File: src/rtl/kbd_queue_if.sv
// Keyboard queue bus: the writer side (keyboard path) and the reader side (KBSR/KBDR registers).
interface kbd_queue_if;
  logic        wr_en;
  logic [7:0]  wr_data;
  logic        full;
  logic        rd_en;
  logic [7:0]  rd_data;
  logic        empty;
  logic [2:0]  count;
  logic [15:0] kbsr;
  logic [15:0] kbdr;
  logic        ovf;
  logic        ovf_clr;

  // Driver of pushes, pops and overflow clears
  modport master (
    output wr_en, wr_data, rd_en, ovf_clr,
    input  full, rd_data, empty, count, kbsr, kbdr, ovf
  );

  // The queue itself
  modport slave (
    input  wr_en, wr_data, rd_en, ovf_clr,
    output full, rd_data, empty, count, kbsr, kbdr, ovf
  );
endinterface

File: src/rtl/kbd_queue.sv
// kbd_queue: 4-entry x 8-bit first-word-fall-through queue feeding the LC-3 KBSR/KBDR registers.
// Optional sticky overflow flag enabled by defining KBD_QUEUE_OVF_EN.
module kbd_queue (
  input  logic        clk,
  input  logic        reset,
  kbd_queue_if.slave  bus
);
  localparam int unsigned DEPTH = 4;
  localparam int unsigned DW    = 8;
  localparam int unsigned AW    = 2;
  localparam int unsigned CW    = 3;

  logic [DW-1:0] mem [DEPTH];
  logic [AW-1:0] wptr;
  logic [AW-1:0] rptr;
  logic [CW-1:0] count_q;
  logic          full_c;
  logic          empty_c;
  logic          push_acc_c;
  logic          pop_acc_c;
  logic          ovf_bit;

  // Status and handshake acceptance, all derived from the occupancy count
  always_comb begin
    full_c     = (count_q == CW'(DEPTH));
    empty_c    = (count_q == CW'(0));
    // A pop on a full queue frees the slot the push lands in
    push_acc_c = bus.wr_en && (!full_c || bus.rd_en);
    pop_acc_c  = bus.rd_en && !empty_c;
  end

  // Pointer and occupancy update; reset takes priority over any request
  always_ff @(posedge clk) begin
    if (reset) begin
      wptr    <= '0;
      rptr    <= '0;
      count_q <= '0;
    end else begin
      if (push_acc_c) wptr <= wptr + AW'(1);
      if (pop_acc_c)  rptr <= rptr + AW'(1);
      count_q <= count_q + CW'(push_acc_c) - CW'(pop_acc_c);
    end
  end

  // Storage write; contents are deliberately not reset
  always_ff @(posedge clk) begin
    if (!reset && push_acc_c) mem[wptr] <= bus.wr_data;
  end

`ifdef KBD_QUEUE_OVF_EN
  logic ovf_q;

  // Sticky drop flag; a new drop on the clearing edge keeps it set
  always_ff @(posedge clk) begin
    if (reset)                                    ovf_q <= 1'b0;
    else if (bus.wr_en && full_c && !bus.rd_en)   ovf_q <= 1'b1;
    else if (bus.ovf_clr)                         ovf_q <= 1'b0;
  end

  assign ovf_bit = ovf_q;
`else
  logic unused_ovf_clr;

  assign unused_ovf_clr = bus.ovf_clr;
  assign ovf_bit        = 1'b0;
`endif

  // Reader-facing views of the head entry and status
  always_comb begin
    bus.full    = full_c;
    bus.empty   = empty_c;
    bus.count   = count_q;
    bus.rd_data = mem[rptr];
    bus.ovf     = ovf_bit;
    bus.kbsr    = {~empty_c, ovf_bit, 14'b0};
    bus.kbdr    = {8'h00, mem[rptr]};
  end
endmodule

File: src/flat_wrapper.sv
// flat-port wrapper written by rule: the top's interface ports become plain ports
module kbd_queue_flat 
  (clk, reset, bus_wr_en, bus_wr_data, bus_rd_en, bus_ovf_clr, bus_full, bus_rd_data, bus_empty, bus_count, bus_kbsr, bus_kbdr, bus_ovf);
  kbd_queue_if bus_i ();
  input  logic clk;
  input  logic reset;
  input wire logic [$bits(bus_i.wr_en)-1:0] bus_wr_en;
  input wire logic [$bits(bus_i.wr_data)-1:0] bus_wr_data;
  input wire logic [$bits(bus_i.rd_en)-1:0] bus_rd_en;
  input wire logic [$bits(bus_i.ovf_clr)-1:0] bus_ovf_clr;
  output wire logic [$bits(bus_i.full)-1:0] bus_full;
  output wire logic [$bits(bus_i.rd_data)-1:0] bus_rd_data;
  output wire logic [$bits(bus_i.empty)-1:0] bus_empty;
  output wire logic [$bits(bus_i.count)-1:0] bus_count;
  output wire logic [$bits(bus_i.kbsr)-1:0] bus_kbsr;
  output wire logic [$bits(bus_i.kbdr)-1:0] bus_kbdr;
  output wire logic [$bits(bus_i.ovf)-1:0] bus_ovf;
  assign bus_i.wr_en = bus_wr_en;
  assign bus_i.wr_data = bus_wr_data;
  assign bus_i.rd_en = bus_rd_en;
  assign bus_i.ovf_clr = bus_ovf_clr;
  assign bus_full = bus_i.full;
  assign bus_rd_data = bus_i.rd_data;
  assign bus_empty = bus_i.empty;
  assign bus_count = bus_i.count;
  assign bus_kbsr = bus_i.kbsr;
  assign bus_kbdr = bus_i.kbdr;
  assign bus_ovf = bus_i.ovf;
  kbd_queue u_core (.clk(clk), .reset(reset), .bus(bus_i));
endmodule
File: config.mk
export PLATFORM = sky130hd
export DESIGN_NAME = kbd_queue_flat
export DESIGN_NICKNAME = d
export VERILOG_FILES = /design/src/rtl/kbd_queue_if.sv /design/src/rtl/kbd_queue.sv /design/src/flat_wrapper.sv
export SDC_FILE = /design/constraint.sdc
export NUM_CORES = 1
export LEC_CHECK = 0
export CELL_PAD_IN_SITES_DETAIL_PLACEMENT = 0
export CELL_PAD_IN_SITES_GLOBAL_PLACEMENT = 1
export CORE_ASPECT_RATIO = 0.9
export CORE_UTILIZATION = 40
export DETAILED_ROUTE_END_ITERATION = 10
export HOLD_SLACK_MARGIN = 0.1
export PLACE_DENSITY_LB_ADDON = 0.1
export SLEW_MARGIN = 15
export SYNTH_ARGS = -nofsm -noshare
export SYNTH_HDL_FRONTEND = slang
export SYNTH_SLANG_ARGS = --single-unit
File: constraint.sdc
create_clock -name clk -period 6.11 [get_ports clk]
set_input_delay 1.222 -clock clk [delete_from_list [all_inputs] [get_ports clk]]
set_output_delay 1.222 -clock clk [all_outputs]
set_load 0.005 [all_outputs]
### After elaboration in Yosys (flattened, before gate mapping)

Memories as Yosys holds them, arrays and structs flattened. A register that Yosys moved wholly into a read port is not among the register bits.
Index checks and enable logic that the tools add are counted.

| cells by class | value |
|---|---|
| muxes and demuxes | 4 |
| reduce and logical (&&, ||, !) cells | 8 |
| $add $sub $neg | 4 |
| bitwise operators | 1 |
| equality and inequality tests | 1 |

Operators with widths:

| kind | number |
|---|---|
| adder 2 x 1 -> 2 bit (second input constant) | 2 |
| 2-to-1 mux 2 bit | 2 |
| adder 3 x 1 -> 3 bit | 1 |
| equality test 3 bit (second input constant) | 1 |
| logical AND 1 bit | 3 |
| zero test 1 bit | 3 |
| zero test 3 bit | 1 |
| subtractor 3 x 1 -> 3 bit | 1 |
| 2-to-1 mux 1 bit | 2 |
| logical OR 1 bit | 1 |
| inverter 1 bit | 1 |

| word-level totals | value |
|---|---|
| bits in writable memories | 32 |
| flip-flop bits (word level) | 7 |
| word-level logic and storage cells | 22 |
| output and inout port bits | 46 |
| memories kept | 1 |
| input bits | 13 |

Memory list:

| name | words | width | rd ports | clocked after Yosys merged registers in | write ports | line | RTL |
|---|---|---|---|---|---|---|---|
| u_core.mem | 4 | 8 | 1 | 1 | 1 | kbd_queue.sv:13 | `logic [DW-1:0] mem [DEPTH];` |

### Longest topological paths before layout

| logic depth | value |
|---|---|
| depth after elaboration | 7 |
| gate-level depth with buffers | 10 |
| depth with buffers taken out | 10 |

### Least setup slack after synthesis

OpenSTA, ideal clock, no wires.

| timing path | value |
|---|---|
| kind | input to register |
| start point | input port bus_rd_en |
| end point | register u_core.count_q[2] (netlist: u_core.bus.count[2]) |
| stages | 10 |
| setup time | 78 ps |
| buffers on the path | 0 |
| data required time | 6032 ps |
| path slack | 3383 ps |
| arrival time | 2649 ps |
| cell sequence | o31ai_1 > inv_1 > ha_1 > inv_1 > ha_1 > inv_1 > fa_1 > xor2_1 > and2_2 > nor3_1 |

| between the ends | value |
|---|---|
| elaborated cells between the ends (all ways) | 5 |
| those cells by class | add/sub (2); reduce/logical (3) |

RTL lines:

| what | line | RTL |
|---|---|---|
| start: declaration | flat_wrapper.sv:9 | `input wire logic [$bits(bus_i.rd_en)-1:0] bus_rd_en;` |
| logical AND 1 bit | kbd_queue.sv:29 | `pop_acc_c = bus.rd_en && !empty_c;` |
| net u_core.pop_acc_c | kbd_queue.sv:20 | `logic pop_acc_c;` |
| subtractor 3 x 1 -> 3 bit | kbd_queue.sv:41 | `count_q <= count_q + CW'(push_acc_c) - CW'(pop_acc_c);` |
| end signal: assignment | kbd_queue.sv:41 |  |
| end: declaration | kbd_queue.sv:16 | `logic [CW-1:0] count_q;` |

The timed path passes the listed nets, and every way through them passes these cells.
A chain may end at the register's enable or synchronous reset.

==> impl_metrics.tcl <==
set metrics [dict create \
    outcome "finished clean" \
    tns_ps 0 \
    ys_seq_elements 41 \
    hold_viol 0 \
    setup_viol_count_final 0 \
    vias_in_the_first_global_route 951 \
    initial_utilization_pct 42.22 \
    p_clk_share_pct 29.2 \
    antenna_cells_inserted 0 \
    multi_input_comb_area_um2 554.3 \
    clock_tree.root_cell "sky130_fd_sc_hd__clkbuf_8" \
    pwr_density_cell_mw_per_mm2 377.8 \
    clk_transition_reported_paths_ps 80 \
    max_freq_mhz 306.6 \
    p_leak_uw 0.0008667 \
    floorplan.io_pins 59 \
    post_synth_inst_count 128 \
    clk_latency_ps 290 \
    viasPerCell 4.386 \
    setup.worst_path.end_class "primary output" \
    critPathLaunchType "flip-flop" \
    min_from "u_core.rptr[1]" \
    numCtsBuffers 5 \
    drtAntennaViolNets 0 \
    path_delay_family "flip-flops" \
    grt_max_degree 15 \
    timing.critical_path.slowest_stage_cell "sky130_fd_sc_hd__dfxtp_1" \
    htree_levels 2 \
    crit_path_cell_trace "mux4_2 -> clkdlybuf4s50_1" \
    final_layout_size_suffix_gt1_share_pct 16.15 \
    drc 0 \
    yosys_warnings 0 \
    crit-reg2reg-capture "u_core.bus.count[2]" \
    routed_wl_um 2991 \
    max_slew.worst_pin.slew_ps 744.6 \
    critical_path_peak_fanout 8 \
    die-area_mm2 0.005019 \
    worst_clock_skew_ps 4.584 \
    post_cts_resize_count 0 \
    sequential_cell_area_mm2 0.001141 \
    cell_internal_pwr_uw 654.9 \
    cp.buffers_inverters 1 \
    finish.utilization_pct 51.25 \
    timing.rr.start "u_core.bus.count[1]" \
    unrepaired_setup_endpoints_after_global_routing "false" \
    r2r_cells 10 \
    cts.repair_timing.setup_buffer_count 0 \
    placeableCoreArea_mm2 0.004489 \
    asyncSetResetFlopFracSynth_pct 0 \
    synth-main-ff-cell "sky130_fd_sc_hd__edfxtp_1" \
    post_synth_top_area_cell "sky130_fd_sc_hd__edfxtp_1" \
    drv_slew 0 \
    grt_util_all_layers_pct 13.72 \
    first_pass_iteration_count_of_the_detailed_router 4 \
    overflow 0 \
    synthTopCellsByArea "sky130_fd_sc_hd__edfxtp_1 51%, sky130_fd_sc_hd__buf_4 13%, sky130_fd_sc_hd__dfxtp_1 9.5%" \
    power.share.combinational_pct 29.3 \
    num-fill-cells 405 \
    post-route-period-util_pct 53.38 \
    hp-class "flip-flop to flip-flop" \
    area_delta_synth_final_pct 21.39 \
    netSwitchingPower_uw 214.4 \
    seqPwrFrac_pct 41.5 \
    die-height_um 67.31 \
    synth_edf_count 32 \
    grt_antenna_before_repair 0 \
    share_of_the_synthesized_area_in_the_top_cell_type_pct 50.69 \
    cts.path.max_buffers 2 \
    timing.max_slew.rel_slack_pct 50.25 \
    routabilityCongestion 0.7423 \
    post_synth.cell_area_avg_um2 14.81 \
    worstHoldEndpoint "u_core.rptr[1]" \
    clkSinkCount 41 \
    ys_types 29 \
    critical_path_rt_ps 4890 \
    final_period_minus_worst_setup_slack_ps 3262 \
    die_w_um 74.57 \
    holdPathStages 2 \
    r2r_setup_slack_ps 3810 \
    holdBufCountCts 0 \
    wl_per_cell_um 13.41 \
    drt_iter0_drc 43 \
    cts_tree "built" \
    syn_area_mm2 0.001896 \
    critical-path-max-stage-delay_ps 680 \
    nNetsFinal 180 \
    wire_length_of_the_first_global_routing_pass_um 4692 \
    placement.io_buffers 33 \
    p_sw_share_pct 24.66 \
    detailed_place_hpwl_um 2190 \
    cp.arrival_ps 2040 \
    cap_viol_max_count 0 \
    worst_ir_drop_vdd_mv 0.1699 \
    route.vias.total 978 \
    std_cell_rows 23 \
    criticalPathCategory "flip-flop to primary output" \
    yosysSeqAreaShare_pct 60.20 \
]
[synth_stat cells, types with 2 or more instances]
library cell,n
sky130_fd_sc_hd__xor2_1,2
sky130_fd_sc_hd__inv_1,8
sky130_fd_sc_hd__nor3b_1,4
sky130_fd_sc_hd__mux4_2,8
sky130_fd_sc_hd__nand2b_1,2
sky130_fd_sc_hd__nor2_1,6
sky130_fd_sc_hd__edfxtp_1,32
sky130_fd_sc_hd__buf_4,32
sky130_fd_sc_hd__dfxtp_1,9
sky130_fd_sc_hd__ha_1,6
[layer usage]
layer | global-route usage [%] | vias to the layer above | part of all wire, %
met5 | 0 | - | 0
met4 | 5.896 | 0 | 1.5
met3 | 4.776 | 7 | 6.7
met2 | 23.76 | 51 | 49
met1 | 15.30 | 463 | 42
li1 | - | 457 | -
[cell usage in the layout (no fill, tap or decap), types with 5 or more instances in the layout]
cell / count
sky130_fd_sc_hd__mux4_2: 8
sky130_fd_sc_hd__conb_1: 24
sky130_fd_sc_hd__clkbuf_8: 5
sky130_fd_sc_hd__nor2_1: 6
sky130_fd_sc_hd__ha_1: 6
sky130_fd_sc_hd__inv_1: 8
sky130_fd_sc_hd__clkdlybuf4s50_1: 33
sky130_fd_sc_hd__edfxtp_1: 32
sky130_fd_sc_hd__dfxtp_1: 9
[power by group through the flow]
stage / Combinational, uW / Sequential, uW / Clock [uW]
final: 254 / 361 / 254
after global placement: 253 / 368 / 0
after global routing: 283 / 367 / 273
after detailed placement: 258 / 369 / 0
after CTS: 259 / 363 / 261
after floorplan: 171 / 349 / 0
[final cells by class]
| cell class | count | share of cell area, % |
|---|---|---|
| Clock inverter | 3 | 2.828 |
| Inverter | 9 | 1.468 |
| Sequential cell | 41 | 49.59 |
| Tap cell | 62 | 3.371 |
| Clock buffer | 5 | 2.991 |
| Multi-Input combinational cell | 66 | 24.09 |
| Timing Repair Buffer | 37 | 15.66 |
[logic make-up after synthesis]
group | Yosys count | synth area share (%)
AOI/OAI and AO/OA | 4 | 1.782
xor gates and xnor gates | 2 | 0.9243
adders and majority gates | 7 | 5.016
buffers and inverters | 44 | 15.11
DFF | 41 | 60.20
muxes | 10 | 10.82
other | 1 | 0.1978
and+or+nand+nor | 19 | 5.941
[registers in the layout, indices dropped and copies added, names as in the netlist, named ones only]
| register | cells |
|---|---|
| u_core.mem | 32 |
| u_core.wptr | 2 |
| u_core.bus.count | 3 |
| u_core.rptr | 2 |
[tightest hold or removal path: stages, from the launching register on]
cell and delay [ps]:
sky130_fd_sc_hd__dfxtp_1 320, sky130_fd_sc_hd__o21ai_0 70, sky130_fd_sc_hd__a21oi_1 70
[worst max-delay path by stage]
stage | startpoint | end | slack [ps] | cells past startpoint
2_1_floorplan | bus_rd_en | u_core.bus.count[2] | 3380 | 10
3_3_place_gp | bus_rd_en | u_core.bus.count[2] | 2720 | 11
3_5_place_dp | bus_rd_en | u_core.bus.count[2] | 2710 | 11
4_1_cts | flip-flop | bus_kbdr[3] | 2780 | 2
5_1_grt | flip-flop | bus_rd_data[1] | 2690 | 2
6_report | flip-flop | bus_kbdr[3] | 2850 | 2
[metrics by stage]
stage | area [um2] | setup slack [ps] | total power, uW | hold WS, ps | instances
2_1_floorplan | 1982 | 3383 | 519.7 | 459.1 | 151
3_3_place_gp | 2167 | 2716 | 620.7 | 476.4 | 215
3_5_place_dp | 2167 | 2708 | 627.9 | 485.7 | 215
4_1_cts | 2301 | 2778 | 882.7 | 497.6 | 223
5_1_grt | 2301 | 2693 | 923.3 | 524.3 | 223
6_report | 2301 | 2848 | 869.3 | 500.4 | 223
No activity file was read; power rests on OpenSTA's default activity.
